### src/rtl/usb_stream_pkg.sv
// Shared types and helpers for the USB length-command streamer.
// Holds the FSM state encoding and the tail-word byte-lane mask.
package usb_stream_pkg;

  typedef enum logic {HDR, SEND} state_e;

  localparam int BYTES_PER_WORD = 4;

  function automatic logic [3:0] tkeep_for(input logic [31:0] remaining);
    logic [3:0] keep;
    if (remaining >= 32'(BYTES_PER_WORD)) begin
      keep = 4'hF;
    end else begin
      case (remaining[1:0])
        2'd1:    keep = 4'h1;
        2'd2:    keep = 4'h3;
        2'd3:    keep = 4'h7;
        default: keep = 4'h0;
      endcase
    end
    return keep;
  endfunction

endpackage

### src/rtl/usb_len_hdr_rx.sv
// Assembles a little-endian 32-bit length from four RX bytes; len_valid is combinational with the 4th byte.
// Accepts a byte whenever en is high; a partial header is dropped after TIMEOUT_CYC idle cycles.
module usb_len_hdr_rx #(
  parameter int TIMEOUT_CYC = 1_000_000,
  parameter int TO_W        = 20
) (
  input  logic        clk,
  input  logic        rst,
  input  logic        en,
  input  logic        rx_tvalid,
  input  logic [7:0]  rx_tdata,
  output logic [31:0] len,
  output logic        len_valid
);

  logic [1:0]      byte_cnt;
  logic [23:0]     len_lo;
  logic [TO_W-1:0] to_cnt;
  logic            hs;

  assign hs = en & rx_tvalid;

  always_ff @(posedge clk or posedge rst) begin
    if (rst) begin
      byte_cnt <= 2'd0;
      len_lo   <= 24'd0;
      to_cnt   <= '0;
    end else if (hs) begin
      case (byte_cnt)
        2'd0:    len_lo[7:0]   <= rx_tdata;
        2'd1:    len_lo[15:8]  <= rx_tdata;
        2'd2:    len_lo[23:16] <= rx_tdata;
        default: len_lo        <= len_lo;
      endcase
      // Wraps to zero after the 4th byte, so a complete header leaves nothing held.
      byte_cnt <= byte_cnt + 2'd1;
      to_cnt   <= '0;
    end else if (byte_cnt != 2'd0) begin
      if (to_cnt == TO_W'(TIMEOUT_CYC - 1)) begin
        byte_cnt <= 2'd0;
        to_cnt   <= '0;
      end else begin
        to_cnt <= to_cnt + 1'b1;
      end
    end
  end

  assign len       = {rx_tdata, len_lo};
  assign len_valid = hs && (byte_cnt == 2'd3);

endmodule

### src/rtl/usb_len_cmd_streamer.sv
// Turns 4-byte RX length commands into an incrementing-byte TX burst; first word one cycle after the header.
// RX is held off for the whole burst; TX words hold stable under tready backpressure, one word per cycle otherwise.
module usb_len_cmd_streamer
  import usb_stream_pkg::*;
#(
  parameter logic [31:0] MAX_LEN     = 32'h0100_0000,
  parameter int          TIMEOUT_CYC = 1_000_000,
  parameter int          TO_W        = 20
) (
  input  logic        clk,
  input  logic        rst,
  input  logic        rx_tvalid,
  input  logic [7:0]  rx_tdata,
  output logic        rx_tready,
  input  logic        tx_tready,
  output logic        tx_tvalid,
  output logic [31:0] tx_tdata,
  output logic [3:0]  tx_tkeep,
  output logic        tx_tlast,
  output logic        busy,
  output logic        len_clamped
);

  state_e      state, state_nxt;
  logic [31:0] tot_len, tot_nxt;
  logic [31:0] sent, sent_nxt;
  logic        clamp_q, clamp_nxt;
  logic [31:0] hdr_len;
  logic        hdr_vld;
  logic [31:0] remaining;
  logic [3:0]  word_keep;
  logic        word_last;

  // Held low during reset so nothing is accepted before the FSM is live.
  assign rx_tready = (state == HDR) & ~rst;

  usb_len_hdr_rx #(
    .TIMEOUT_CYC(TIMEOUT_CYC),
    .TO_W       (TO_W)
  ) u_hdr (
    .clk      (clk),
    .rst      (rst),
    .en       (rx_tready),
    .rx_tvalid(rx_tvalid),
    .rx_tdata (rx_tdata),
    .len      (hdr_len),
    .len_valid(hdr_vld)
  );

  assign remaining = tot_len - sent;
  assign word_keep = tkeep_for(remaining);
  assign word_last = (remaining <= 32'(BYTES_PER_WORD));

  always_ff @(posedge clk or posedge rst) begin
    if (rst) begin
      state   <= HDR;
      tot_len <= 32'd0;
      sent    <= 32'd0;
      clamp_q <= 1'b0;
    end else begin
      state   <= state_nxt;
      tot_len <= tot_nxt;
      sent    <= sent_nxt;
      clamp_q <= clamp_nxt;
    end
  end

  always_comb begin
    state_nxt = state;
    tot_nxt   = tot_len;
    sent_nxt  = sent;
    clamp_nxt = 1'b0;
    case (state)
      HDR: begin
        // A zero-length command is consumed silently.
        if (hdr_vld && (hdr_len != 32'd0)) begin
          state_nxt = SEND;
          sent_nxt  = 32'd0;
          if (hdr_len > MAX_LEN) begin
            tot_nxt   = MAX_LEN;
            clamp_nxt = 1'b1;
          end else begin
            tot_nxt = hdr_len;
          end
        end
      end
      SEND: begin
        if (tx_tready) begin
          if (word_last) begin
            state_nxt = HDR;
            sent_nxt  = 32'd0;
          end else begin
            sent_nxt = sent + 32'(BYTES_PER_WORD);
          end
        end
      end
      default: state_nxt = HDR;
    endcase
  end

  always_comb begin
    tx_tdata = 32'd0;
    if (state == SEND) begin
      for (int i = 0; i < BYTES_PER_WORD; i++) begin
        if (word_keep[i]) tx_tdata[8*i +: 8] = sent[7:0] + 8'(i);
      end
    end
  end

  assign tx_tvalid   = (state == SEND);
  assign tx_tkeep    = (state == SEND) ? word_keep : 4'h0;
  assign tx_tlast    = (state == SEND) & word_last;
  assign busy        = (state == SEND);
  assign len_clamped = clamp_q;

endmodule

### config.mk
export PLATFORM = sky130hd
export DESIGN_NAME = usb_len_cmd_streamer
export DESIGN_NICKNAME = d
export VERILOG_FILES = /design/src/rtl/usb_stream_pkg.sv /design/src/rtl/usb_len_hdr_rx.sv /design/src/rtl/usb_len_cmd_streamer.sv
export SDC_FILE = /design/constraint.sdc
export NUM_CORES = 1
export LEC_CHECK = 0
export ABC_AREA = 1
export BUFFER_PORTS_ARGS = -buffer_cell sky130_fd_sc_hd__buf_2
export CORE_MARGIN = 2
export CORE_UTILIZATION = 68
export DETAILED_ROUTE_END_ITERATION = 10
export GPL_TIMING_DRIVEN = 0
export PLACE_DENSITY = 0.88
export SLEW_MARGIN = 15
export SYNTH_ARGS = -nofsm -noshare
export SYNTH_HDL_FRONTEND = slang
export SYNTH_HIERARCHICAL = 1
export SYNTH_SLANG_ARGS = --single-unit
export TNS_END_PERCENT = 1
### constraint.sdc
create_clock -name clk -period 5.15 [get_ports clk]
set_input_delay 0.7725 -clock clk [delete_from_list [all_inputs] [get_ports clk]]
set_output_delay 0.7725 -clock clk [all_outputs]
set_load 0.01 [all_outputs]
* Word level (Yosys, flattened, before mapping)
Index checks and enable logic that the tools add are counted.
** Storage, ports and cells
- Output and inout port bits :: 41
- Register bits after elaboration :: 112
- Bits of input ports :: 12
** Cells by class
- Order comparisons :: 3
- Mux-type cells :: 26
- Reduce and logical (&&, ||, !) cells :: 13
- Add/subtract/negate cells :: 7
- Equal/unequal tests :: 9
- Bitwise operators :: 5
** Operator list (count)
- $mux 32 :: 5
- $pmux 32 s2 :: 1
- $mux 20 :: 3
- $add 32x3->32 const B :: 1
- $ge 32x3->1 const B :: 1
- $gt 32x25->1 const B :: 1
- $le 32x3->1 const B :: 1
- $mux 8 :: 4
- $reduce_bool 32->1 :: 1
- $sub 32x32->32 :: 1
- $add 20x1->20 const B :: 1
- $eq 20x20->1 const B :: 1
- $add 8x2->8 const B :: 2
- $reduce_and 2->1 :: 6
- $pmux 3 s3 :: 1
- $add 8x1->8 const B :: 1
- $eq 2x2->1 const B :: 4
- $mux 4 :: 2
- $mux 1 :: 6
- $mux 2 :: 3
- $reduce_bool 2->1 :: 3
- $eq 2x1->1 const B :: 2
- $and 1x1->1 :: 3
- $add 2x1->2 const B :: 1
- 6 further kinds :: 8

* Longest topological paths before layout
- Word-level depth :: 7
- Depth in mapped cells :: 21
- Depth with buffers taken out :: 20

* Modules after synthesis
Netlist, hierarchy kept.
** By module, submodules not included
- usb_len_cmd_streamer :: area each 6771.5 µm², cells an instance 1169, times used 1, sequential area each 1601.5 µm²
- usb_len_hdr_rx :: area each 2359.8 µm², cells an instance 286, times used 1, sequential area each 1151.1 µm²

* Least setup slack after synthesis
Ideal clock, no wire load.
- Path type :: reg-to-output
- Start point :: register sent[6]
- End point :: output port tx_tkeep[3]
- Slack :: 1934 ps
- Data arrival time :: 2444 ps
- Path buffers :: 1
- Stages on the path, launching flop included :: 21
- Required time :: 4378 ps
- Cells stage by stage :: dfrtp_1 -> inv_1 -> ha_1 -> nand2_1 -> nor2_2 -> inv_2 -> nor2_2 -> nand2_1 -> nand3_2 -> nand2_2 -> nand2_1 -> nand2_1 -> nand2_1 -> nand2_1 -> nor2_2 -> nand2_2 -> nor2_4 -> nand2_1 -> nand2_1 -> inv_1 -> buf_4
** On the way
- Word-level cells in the longest chain between the ends :: 4
** RTL lines
- start: declaration :: line usb_len_cmd_streamer.sv:26 : logic [31:0] sent, sent_nxt;
- start signal: assignment :: line usb_len_cmd_streamer.sv:63 : sent <= sent_nxt;
- $sub 32x32->32 :: line usb_len_cmd_streamer.sv:50 : assign remaining = tot_len - sent;
- $ge 32x3->1 :: line usb_stream_pkg.sv:11 : if (remaining >= 32'(BYTES_PER_WORD)) begin
- $mux 4 :: line usb_stream_pkg.sv:11
- $mux 4 :: line usb_len_cmd_streamer.sv:111 : assign tx_tkeep = (state == SEND) ? word_keep : 4'h0;
- end: declaration :: line usb_len_cmd_streamer.sv:18 : output logic [3:0] tx_tkeep,
Every way passes these cells.

* Final worst setup path
- Start point :: register sent[6]
- End point :: output port tx_tkeep[2]
The elaborated chain is that of the path after synthesis.

==> key figures <==
Timing
  – Slew Viols, Final: 0
  – Tightest Pin Transition: ~0.59 ns
  – Maximum clock rate: 222 MHz
  – Worst rel slew slack: 0.606
  – Hold Fails Final Rpt: 0
  – Setup TNS: 0 ns
  – Tcrit/Tclk final: 0.875
  – Final Skew: around 0.0095 ns
  – Min cycle time layout: 4.51 ns
  – Fin Hold WS: 0.429 ns
  – Final setup fails: 0
  – RSZ-0062 raised after global routing: no

Yosys
  – Library cells used by synthesis: just over 40
  – Synthesized area: 9130 um2
  – Avg Inst Size Synth: about 6.3 um2
  – Top_reg_cell synth: dfrtp_1
  – Number of synthesized register bits: between 100 and 150
  – Number of flops mapped to enable cells by yosys: 0
  – Yosys warnings: 6
  – Post-synth ARST share: 1.00
  – Cells after Synth: around 1,500
  – Sequential area share after synthesis: 0.301

Die
  – Io pins: 53
  – Row Count: between 40 and 50
  – Die Height: ~120 um
  – Die X: 120 um
  – Die area: around 14,000 um2
  – Core Region: 13,200 um2
  – Initial Util: 0.692

Critical path
  – Critical Path Max Stage Delay: approximately 0.45 ns
  – Data required, critical path: approximately 4.4 ns
  – Startpoint types: flip-flop
  – CP max stage cell: dfrtp_1
  – Arr. time, crit path: roughly 3.7 ns
  – Critical path class: reg2out
  – Crit-path cells: inv_1, ha_1, nand2_1, inv_1, a21oi_1, nand2_1, nand2_1, nand2_1, nand2_1, nand3_1, nand2_1, nand2_1, inv_1, nand2_1, nor2_1, nand4_1, nand2_1, inv_1, buf_4, buf_2
  – Setup crit end kind: output port
  – Worst-path fanout max: 7
  – CP most frequent cell: nand2_1

Routing
  – Initial DRC count: between 600 and 700
  – Detailed Routing Iterations Pass 1: 8
  – DRC viols: 0
  – DR WL/cell: roughly 14 um
  – WL final: approximately 24 mm
  – Routed vias/inst: approximately 5.2
  – Routed Antenna Nets: 0
  – Via Count: a little under 9,000

Final layout
  – Most frequent cells in the layout: nand2_1, inv_1, nor2_1, dfrtp_1, nand3_1
  – Most common cell after layout, fill and taps aside: nand2_1
  – Antenna fix cells: 0
  – Share of cells above drive strength 1: 0.139
  – Area grow syn2layout: 9.10%
  – Final core utilization: 0.755
  – Nets: roughly 1,600

CTS
  – CTS tree: built
  – TritonCTS buffer count: 9
  – Setup Buffers After CTS: 0
  – Clk slew on worst S/H paths: 0.08 ns
  – H-tree depth: 3
  – CTS sink count: 110
  – CTS hold repair buffers: 0
  – Clock Latency Late Sink: approximately 0.37 ns
  – Root Buffer: clkbuf_16
  – Clock Path Buffers: 2
  – Post-CTS sizing: 0

GRT
  – Overall Global Routing Usage: 0.346
  – First-pass GRT wire length: 39.0 mm
  – Total gr overflow: 0
  – Largest net degree at the start of global routing: 35
  – Antenna violations before repair: 0
  – Number of global-route vias before repair: between 8,000 and 9,000

Power
  – VDD IR max: between 0.3 and 0.4 mV
  – Cell area power density: 398 nW/um2
  – Overall Power: 3.96 mW
  – Pleak: approximately 5.7 nW

Outcome
  – Status: finished, final reports clean

Placement
  – Post-DP HPWL: between 15 and 20 mm
  – Global placement routability congestion: just under 1
  – Buffers on Ports: 48

Worst hold path
  – Worst hold path type: in2async

Run
  – Number of max-cap violations: 0
-- logic make-up (layout without fill, tap and decap cells) --
| family | after synthesis | after routing | share of synthesized area |
|---|---|---|---|
| other | 1 | 5 | 0.000411 |
| AO/OA/AOI/OAI | 66 | 66 | 0.0375 |
| flip-flops | 110 | 110 | 0.301 |
| buffers and inverters | 313 | 379 | 0.142 |
| XOR/XNOR | 32 | 32 | 0.0307 |
| adder cells (fa/ha/maj) | 36 | 36 | 0.0493 |
| AND/OR/NAND/NOR | 897 | 897 | 0.438 |
-- worst max-delay path: cells and delay by family (launching register included) --
family	cells	cell delay, ns
simple gates	12	1.65
buf+inv	6	0.72
flops	1	0.45
fa+ha+maj	1	0.35
compound gates	1	0.19
-- cells in the mapped netlist, types with 16 or more instances --
cell / count / share of area
a21oi_1: 25 / 0.014
buf_4: 16 / 0.013
dfrtp_1: 110 / 0.30
ha_1: 36 / 0.049
inv_1: 243 / 0.10
inv_2: 25 / 0.010
nand2_1: 517 / 0.21
nand2_2: 16 / 0.011
nand3_1: 81 / 0.044
nand3_2: 39 / 0.043
nand4_1: 25 / 0.017
nor2_1: 158 / 0.065
nor2_2: 25 / 0.017
o21ai_0: 35 / 0.019
xor2_1: 28 / 0.027
-- per-stage QoR --
step | instance area (um2) | cells | setup slack [ns]
4_1_cts | 9960 | 1701 | 0.694
3_5_place_dp | 9660 | 1685 | 1.14
5_1_grt | 9960 | 1701 | 0.310
3_3_place_gp | 9610 | 1683 | 1.15
6_report | 9960 | 1701 | 0.643
2_1_floorplan | 9150 | 1459 | 1.93
-- flip-flops by register name, indices dropped and copies added (netlist names) --
register,count
sent,30
len_clamped,1
u_hdr/len_lo,24
u_hdr/to_cnt,20
u_hdr/byte_cnt,2
tot_len,32
busy,1
-- routing by layer --
layer	wire length, um	track usage	vias to the layer above
li1	-	-	4530
met1	10500	0.442	3974
met2	10800	0.574	335
met3	1510	0.0570	71
met4	1070	0.162	0
met5	0	0	-
-- final timing paths --
kind	endpoint	cells after the start	from	slack, ns
max	tx_tkeep[2]	20	sent[6]	0.64
min reg2reg	sent[30]	2	sent[30]	0.50
min	len_clamped	2	rst	0.43
min in group clk	sent[30]	2	sent[30]	0.50
max in group asynchronous	sent[30]	3	rst	4.18
max reg2reg	sent[23]	19	sent[6]	2.02
-- cell type report --
type	count	area [um2]
Multi-Input combinational cell	1036	5100
Tap cell	176	220
Inverter	275	1040
Sequential cell	110	2750
Clock buffer	10	229
Buffer	38	260
Timing Repair Buffer	50	288
Clock inverter	6	76.3
Fill cell	1073	3230
-- power by group --
part / internal [mW] / switching, mW
clock network: 0.387 / 0.354
logic: 0.678 / 1.37
registers: 1.03 / 0.150
No activity file was read; power rests on OpenSTA's default activity.
